**src/rtl/ula_pkg.sv**
```systemverilog
// Shared constants and result type for the 8-bit 74181-style ALU.
package ula_pkg;

  localparam int unsigned Width      = 8;
  localparam int unsigned SliceWidth = 4;

  localparam logic MODE_ARITH = 1'b0;
  localparam logic MODE_LOGIC = 1'b1;

  localparam logic [3:0] S_PASS_A = 4'b0000;
  localparam logic [3:0] S_ZERO   = 4'b0011;
  localparam logic [3:0] S_SUB    = 4'b0110;
  localparam logic [3:0] S_XOR    = 4'b0110;
  localparam logic [3:0] S_ADD    = 4'b1001;
  localparam logic [3:0] S_AND    = 4'b1011;
  localparam logic [3:0] S_ONES   = 4'b1100;
  localparam logic [3:0] S_DEC    = 4'b1111;

  typedef struct packed {
    logic [Width-1:0] f;
    logic             c_out;
    logic             a_eq_b;
  } ula_result_t;

endpackage

```
**src/rtl/ula_8bits_if.sv**
```systemverilog
// Operand/function/result bundle of the ALU; master drives operands, slave returns results.
interface ula_8bits_if;
  import ula_pkg::*;

  logic [Width-1:0] a;
  logic [Width-1:0] b;
  logic [3:0]       s;
  logic             m;
  logic             c_in;
  logic [Width-1:0] f;
  logic             c_out;
  logic             a_eq_b;

  modport master (
    output a, b, s, m, c_in,
    input  f, c_out, a_eq_b
  );

  modport slave (
    input  a, b, s, m, c_in,
    output f, c_out, a_eq_b
  );

endinterface

```
**src/rtl/ula_4bits.sv**
```systemverilog
// Combinational 4-bit 74181-style slice: 16 logic and 16 arithmetic functions.
module ula_4bits
  import ula_pkg::*;
(
  input  logic [SliceWidth-1:0] a,
  input  logic [SliceWidth-1:0] b,
  input  logic [3:0]            s,
  input  logic                  m,
  input  logic                  c_in,
  output logic [SliceWidth-1:0] f,
  output logic                  c_out
);

  logic [SliceWidth-1:0] p;
  logic [SliceWidth-1:0] q;
  logic [SliceWidth:0]   sum;
  logic [SliceWidth-1:0] logic_f;

  always_comb begin
    p   = a | (b & {SliceWidth{s[0]}}) | (~b & {SliceWidth{s[1]}});
    q   = (a & b & {SliceWidth{s[3]}}) | (a & ~b & {SliceWidth{s[2]}});
    sum = {1'b0, p} + {1'b0, q} + {{SliceWidth{1'b0}}, c_in};
  end

  always_comb begin
    logic_f = '0;
    unique case (s)
      4'd0:    logic_f = ~a;
      4'd1:    logic_f = ~(a | b);
      4'd2:    logic_f = ~a & b;
      4'd3:    logic_f = '0;
      4'd4:    logic_f = ~(a & b);
      4'd5:    logic_f = ~b;
      4'd6:    logic_f = a ^ b;
      4'd7:    logic_f = a & ~b;
      4'd8:    logic_f = ~a | b;
      4'd9:    logic_f = ~(a ^ b);
      4'd10:   logic_f = b;
      4'd11:   logic_f = a & b;
      4'd12:   logic_f = '1;
      4'd13:   logic_f = a | ~b;
      4'd14:   logic_f = a | b;
      default: logic_f = a;
    endcase
  end

  // Carry is forced low in logic mode so it cannot leak into the next slice.
  always_comb begin
    if (m == MODE_LOGIC) begin
      f     = logic_f;
      c_out = 1'b0;
    end else begin
      f     = sum[SliceWidth-1:0];
      c_out = sum[SliceWidth];
    end
  end

endmodule

```
**src/rtl/ula_8bits.sv**
```systemverilog
// 8-bit registered ALU built from two rippled 4-bit slices; one-cycle latency.
module ula_8bits
  import ula_pkg::*;
(
  input  logic        clk,
  input  logic        rst,
  ula_8bits_if.slave  bus
);

  logic [Width-1:0] f_next;
  logic             c_mid;
  logic             c_next;
  ula_result_t      res_d;
  ula_result_t      res_q;

  ula_4bits u_lo (
    .a     (bus.a[3:0]),
    .b     (bus.b[3:0]),
    .s     (bus.s),
    .m     (bus.m),
    .c_in  (bus.c_in),
    .f     (f_next[3:0]),
    .c_out (c_mid)
  );

  ula_4bits u_hi (
    .a     (bus.a[7:4]),
    .b     (bus.b[7:4]),
    .s     (bus.s),
    .m     (bus.m),
    .c_in  (c_mid),
    .f     (f_next[7:4]),
    .c_out (c_next)
  );

  always_comb begin
    res_d        = '0;
    res_d.f      = f_next;
    res_d.c_out  = c_next;
    res_d.a_eq_b = &f_next;
  end

  always_ff @(posedge clk) begin
    if (rst) begin
      res_q <= '0;
    end else begin
      res_q <= res_d;
    end
  end

  assign bus.f      = res_q.f;
  assign bus.c_out  = res_q.c_out;
  assign bus.a_eq_b = res_q.a_eq_b;

endmodule

```
**src/flat_wrapper.sv**
```systemverilog
// flat-port wrapper written by rule: the top's interface ports become plain ports
module ula_8bits_flat import ula_pkg::*;
  (clk, rst, bus_a, bus_b, bus_s, bus_m, bus_c_in, bus_f, bus_c_out, bus_a_eq_b);
  ula_8bits_if bus_i ();
  input  logic clk;
  input  logic rst;
  input wire logic [$bits(bus_i.a)-1:0] bus_a;
  input wire logic [$bits(bus_i.b)-1:0] bus_b;
  input wire logic [$bits(bus_i.s)-1:0] bus_s;
  input wire logic [$bits(bus_i.m)-1:0] bus_m;
  input wire logic [$bits(bus_i.c_in)-1:0] bus_c_in;
  output wire logic [$bits(bus_i.f)-1:0] bus_f;
  output wire logic [$bits(bus_i.c_out)-1:0] bus_c_out;
  output wire logic [$bits(bus_i.a_eq_b)-1:0] bus_a_eq_b;
  assign bus_i.a = bus_a;
  assign bus_i.b = bus_b;
  assign bus_i.s = bus_s;
  assign bus_i.m = bus_m;
  assign bus_i.c_in = bus_c_in;
  assign bus_f = bus_i.f;
  assign bus_c_out = bus_i.c_out;
  assign bus_a_eq_b = bus_i.a_eq_b;
  ula_8bits u_core (.clk(clk), .rst(rst), .bus(bus_i));
endmodule
```
**config.mk**
```make
export PLATFORM = sky130hd
export DESIGN_NAME = ula_8bits_flat
export DESIGN_NICKNAME = d
export VERILOG_FILES = /design/src/rtl/ula_pkg.sv /design/src/rtl/ula_8bits_if.sv /design/src/rtl/ula_4bits.sv /design/src/rtl/ula_8bits.sv /design/src/flat_wrapper.sv
export SDC_FILE = /design/constraint.sdc
export NUM_CORES = 1
export LEC_CHECK = 0
export BUFFER_PORTS_ARGS = -buffer_cell sky130_fd_sc_hd__buf_2
export CORE_MARGIN = 3
export CORE_UTILIZATION = 53
export CTS_BUF_LIST = sky130_fd_sc_hd__clkbuf_16
export DETAILED_ROUTE_END_ITERATION = 7
export GPL_TIMING_DRIVEN = 0
export PLACE_DENSITY_LB_ADDON = 0.1
export SYNTH_ARGS = -nofsm -noshare
export SYNTH_HDL_FRONTEND = slang
export SYNTH_SLANG_ARGS = --single-unit
```
**constraint.sdc**
```tcl
create_clock -name clk -period 5.05 [get_ports clk]
set_input_delay 0.2525 -clock clk [delete_from_list [all_inputs] [get_ports clk]]
set_output_delay 0.2525 -clock clk [all_outputs]
set_load 0.1 [all_outputs]
```
=== After elaboration in Yosys (flattened, before gate mapping) ===
Cells that the tools add are included.

* Input bits: 24
* Output and inout bits: 10
* Latch bits: 0
* Logic and storage cells: 67
* Flip-flop bits (word level): 10
* Memories kept: 0
* Memory bits (writable): 0
* Bits in read-only memories: 0

* Multiply operators: 0
* Div/mod/pow operators: 0
* Magnitude comparators: 0
* Mux-type cells: 5
* Reductions and logical operators: 3
* Equal/unequal tests: 14
* Bitwise operators: 38
* Shifts and indexed selects: 0
* Add/sub/neg operators: 4

{| class="wikitable"
|+ Operators with widths
! operator !! number
|-
| case mux 4 bit (15 select lines) || 2
|-
| AND 4 bit || 14
|-
| OR 4 bit || 12
|-
| NOT 4 bit || 10
|-
| == test 4 bit, second input constant || 7
|-
| == test 4 x 3 -> 1 bit, second input constant || 4
|-
| adder 4 x 4 -> 5 bit || 2
|-
| adder 5 x 1 -> 5 bit || 2
|-
| == test 4 x 2 -> 1 bit, second input constant || 2
|-
| two-way mux 4 bit || 2
|-
| AND reduction 8 bit || 1
|-
| bitwise XOR 4 bit || 2
|-
| == test 4 x 1 -> 1 bit, second input constant || 1
|-
| zero test 4 bit || 1
|-
| OR reduction 2 bit || 1
|-
| two-way mux 1 bit || 1
|}

=== Logic depth before layout (Yosys ltp) ===
* Depth after elaboration: 10
* Gate-level depth with buffers: 18
* Gate-level depth less buffers: 16

=== Modules after synthesis ===
A second synthesis with hierarchy kept.

* Cells, all modules: 343
* Area total of the unflattened synthesis: 2514.9 um^2

{| class="wikitable"
|+ By module, submodules not included
! module !! area an instance (um^2) !! instances !! sequential area each (um^2) !! cells an instance
|-
| ula_4bits at u_core.u_hi || 1133.6 || 1 || 0.0 || 163
|-
| ula_4bits at u_core.u_lo || 1086.0 || 1 || 0.0 || 158
|-
| ula_8bits || 295.3 || 1 || 200.2 || 22
|}

=== Worst setup path after synthesis ===
OpenSTA, ideal clock, no wires.

* Kind: input -> register
* From: input port bus_s[3]
* To: register u_core.res_q (netlist bit u_core.bus.a_eq_b)
* Cell stages on the path: 18
* Path slack: 1011 ps
* Path buffers: 4
* Data arrival time: 3910 ps
* Required time: 4921 ps
* Library setup time: 129 ps
* Cells stage by stage: buf_4 -> buf_4 -> buf_4 -> clkbuf_1 -> a22oi_1 -> fa_1 -> fa_1 -> nor2b_1 -> o21a_1 -> o21bai_1 -> fa_1 -> fa_1 -> o21ai_0 -> a31oi_1 -> o2111ai_1 -> and3b_1 -> nand2b_1 -> nor4_2

* Longest elaborated chain between the ends: 8

{| class="wikitable"
|+ RTL lines
! item !! RTL line !! RTL
|-
| start: declaration || flat_wrapper.sv:9 || <nowiki>input wire logic [$bits(bus_i.s)-1:0] bus_s;</nowiki>
|-
| AND 4 bit || ula_4bits.sv:21 || <nowiki>q = (a & b & {SliceWidth{s[3]}}) | (a & ~b & {SliceWidth{s[2]}});</nowiki>
|-
| OR 4 bit || ula_4bits.sv:21 ||
|-
| adder 4 x 4 -> 5 bit || ula_4bits.sv:22 || <nowiki>sum = {1'b0, p} + {1'b0, q} + {{SliceWidth{1'b0}}, c_in};</nowiki>
|-
| adder 5 x 1 -> 5 bit || ula_4bits.sv:22 ||
|-
| two-way mux 1 bit || ula_4bits.sv:49 || <nowiki>if (m == MODE_LOGIC) begin</nowiki>
|-
| adder 5 x 1 -> 5 bit || ula_4bits.sv:22 ||
|-
| two-way mux 4 bit || ula_4bits.sv:49 ||
|-
| AND reduction 8 bit (*) || ula_8bits.sv:40 || <nowiki>res_d.a_eq_b = &f_next;</nowiki>
|-
| end signal: assignment || ula_8bits.sv:47 || <nowiki>res_q <= res_d;</nowiki>
|-
| end: declaration || ula_8bits.sv:14 || <nowiki>ula_result_t res_q;</nowiki>
|}

Mark *: on every way between the ends. The rest lies on a longest branch, timed or not.
A chain may end at the register's enable or synchronous reset.

=== Worst setup path in the final report ===
* From: input port bus_s[2]
* To: register u_core.res_q (netlist bit u_core.bus.a_eq_b)

Same word-level chain as after synthesis.

==> summary.md <==
| Metric | Value |
|---|---|
| Sw frac | `45.2%` |
| Initial core utilization | `56.5%` |
| Placed Area | `2750 um2` |
| Drt first pass iters | `7` |
| Max Freq | `213 MHz` |
| YS warnings | `0` |
| H-Tree Level Count | `1` |
| Die Ht | `75.0 um` |
| Placeable Area | `4470 um2` |
| Static Leakage | `1.29 nW` |
| CP Class | `input port to flip-flop` |
| Period utilization | `92.8%` |
| ANT cells | `0` |
| DR WL/cell | `19.4 um` |
| Max-slew headroom | `56.6%` |
| Cells after synthesis | `337` |
| CTS tree | `built` |
| Yosys cell types | `68` |
| Max Cap Viol | `0` |
| Sequential share of the synthesized area | `7.92%` |
| TritonCTS buffer count | `3` |
| GRT Total Usage | `30.3%` |
| Critical path, cell by cell | `buf_4 > buf_6 > buf_4 > clkbuf_1 > a22oi_1 > fa_1 > fa_1 > nor2b_1 > o21a_1 > o21bai_1 > fa_1 > fa_1 > o21ai_0 > a31oi_1 > o2111ai_1 > and3b_1 > nand2b_1 > nor4_2` |
| Drt drc | `0` |
| Clock slew at reported path FFs | `40 ps` |
| Post-synth EDFFs | `0` |
| Pin count of the biggest net entering global routing | `11` |
| Non-filler cells, final | `423` |
| Worst Path Max Fanout | `10` |
| VDD IR max | `0.142 mV` |
| Area leader, netlist | `ha_1` |
| Largest cells by area after synthesis | `ha_1 19%, dfxtp_1 7.9%, o21ai_0 5.5%` |
| First-pass GRT wire length | `13.1 mm` |
| IO Count | `34` |
| HP Class | `input port to flip-flop` |
| Cell area after synthesis | `2530 um2` |
| IO Port Bufs | `31` |
| Synth async-reset ratio | `0%` |
| Hold Vio Cnt, Final | `0` |
| Antenna violations before repair | `0` |
| Cell mode on critical path | `fa_1` |
| Clock power share | `25.3%` |
| Post-DP HPWL | `6.14 mm` |
| P per Cell Area | `193 nW/um2` |
| WHS Path Cells | `2` |
| CP delay by family, top | `adder cells` |
| Int Pwr | `298 uW` |
| Required time of the worst setup path | `5190 ps` |
| Worst path bufs/invs | `4` |
| Post-Route WL | `8.21 mm` |
| Flop pwr share | `16.4%` |
| Syn Area/Cell | `7.50 um2` |
| Ys flop type | `dfxtp_1` |
| Most common cell in the netlist | `ha_1` |
| Min-delay src | `rst` |
| Die area | `5630 um2` |
| Clock buffer depth | `2` |
| Comb power frac | `58.3%` |
| Grt total ovfl | `0` |
| Biggest cell delay along the critical path | `530 ps` |
| Routability Congestion | `0.966` |
| DIE WIDTH | `75.0 um` |
| Slew Limit Fails | `0` |
| Via count | `2830` |
| Fill count | `414` |
| Vias in the first global route | `2647` |
| Post-CTS setup buffers | `0` |
| Share of cells above drive strength 1 | `17.8%` |
| CP max-delay cell | `fa_1` |
| Outcome | `finished clean` |
| Synth Register Bits | `10` |
| Area Growth Syn to Fin | `11.7%` |
| Worst slew pin tran | `650 ps` |
| Design area | `2820 um2` |
| CTS Hold Buffers Added | `0` |
| Syn_nets | `403` |
| Total power | `545 uW` |
| ANT nets after route | `0` |
| # nets final | `438` |
| FP Rows | `24` |
| Inst Count DP | `420` |
| Synth cell count leaders | `38 x ha_1, 29 x inv_1, 28 x o21ai_0` |
| RSZ-0062 raised after global routing | `false` |
| Worst Hold Endpoint | `u_core.bus.f[1]` |
| DRT iter0 DRCs | `324` |
| Post-cts gate resize count | `0` |
| Crit path DAT | `4830 ps` |
| CP Launch Type | `input port` |
| Switch Pwr | `246 uW` |
| Endpoints failing setup | `0` |
| Minimum clock period | `4680 ps` |
| Clock root cell | `clkbuf_16` |
| Worst setup EP type | `flip-flop` |
| Number of vias per cell | `6.69` |
| Clock Sinks | `10` |
| Share of the synthesized area in the top cell type | `18.8%` |
[power by group through the flow]
| stage | sequential (mW) | combinational (mW) | clock, mW |
|---|---|---|---|
| floorplan | 0.153 | 0.171 | 0 |
| global placement | 0.0906 | 0.308 | 0 |
| detailed placement | 0.0908 | 0.311 | 0 |
| CTS | 0.0895 | 0.312 | 0.140 |
| global route | 0.0905 | 0.343 | 0.145 |
| finish | 0.0894 | 0.318 | 0.138 |
[placed cells by master, fill, tap and decap left out, types with 3 or more instances in the layout]
master     synthesis  layout
buf_2              8      39
ha_1              38      38
inv_1             29      29
o21ai_0           28      28
nand2_1           26      26
nor2_1            23      23
a21oi_1           20      20
nor2b_1           13      13
dfxtp_1           10      10
nor3_1             7       7
a31oi_1            7       7
nand2b_1           7       7
a22o_1             6       6
buf_6              5       5
buf_4              5       5
o211ai_1           5       5
a22oi_1            5       5
o22ai_1            5       5
xnor2_1            4       4
nand3_1            4       4
o31ai_1            4       4
fa_1               4       4
buf_8              3       3
clkbuf_1           4       3
nand4_1            3       3
o221ai_1           3       3
o2111ai_1          3       3
or3_1              3       3
mux2_2             3       3
a21o_1             3       3
o22a_1             3       3
clkbuf_16          0       3
[state kept, by name (all words and copies together), names as in the netlist]
register,flops
u_core.bus.f,8
u_core.bus.a_eq_b,1
u_core.bus.c_out,1
[worst max-delay path by stage]
stage	cells past startpoint	start	slack, ps	to
after floorplan	18	bus_s[3]	1010	u_core.bus.a_eq_b
after global placement	19	bus_s[3]	30	u_core.bus.a_eq_b
after detailed placement	19	bus_s[3]	-10	u_core.bus.a_eq_b
after CTS	19	bus_s[3]	210	u_core.bus.a_eq_b
after global routing	18	bus_s[2]	220	u_core.bus.a_eq_b
final	18	bus_s[2]	370	u_core.bus.a_eq_b
[area by class of cell]
type	instances	area (um2)	share of cell area (%)
buffer	25	194	6.87
tap	52	65.1	2.31
inverter	29	109	3.86
timing repair buffer	31	155	5.50
sequential	10	200	7.10
multi-input combinational	272	2020	71.6
clock inverter	1	3.75	0.133
clock buffer	3	75.1	2.66
[logic make-up (layout without fill, tap and decap cells)]
group | after synthesis | in the layout | share of synthesized area, %
AOI/OAI and AO/OA | 120 | 120 | 34.0
and+or+nand+nor | 101 | 101 | 20.5
buffers and inverters | 55 | 89 | 12.1
adders and majority gates | 42 | 42 | 22.0
DFF | 10 | 10 | 7.92
muxes | 5 | 5 | 2.13
xor gates and xnor gates | 4 | 4 | 1.39
[per-stage QoR]
step	setup TNS (ps)	setup WS [ps]	hold slack, ps	util (%)
6_report	0	365	358	63.1
5_1_grt	0	216	388	63.1
4_1_cts	0	209	359	63.1
3_5_place_dp	-10.9	-10.9	608	61.4
3_3_place_gp	0	32.3	599	61.4
2_1_floorplan	0	1010	447	-
[routing by layer]
layer	global-route usage [%]	up-vias	part of all wire, %
met4	13.4	0	2.1
met2	48.5	192	45
met5	0	-	0
met1	41.9	1312	42
met3	1.34	21	11
li1	-	1305	-
Note: power is estimated with default switching activity, not from simulation.
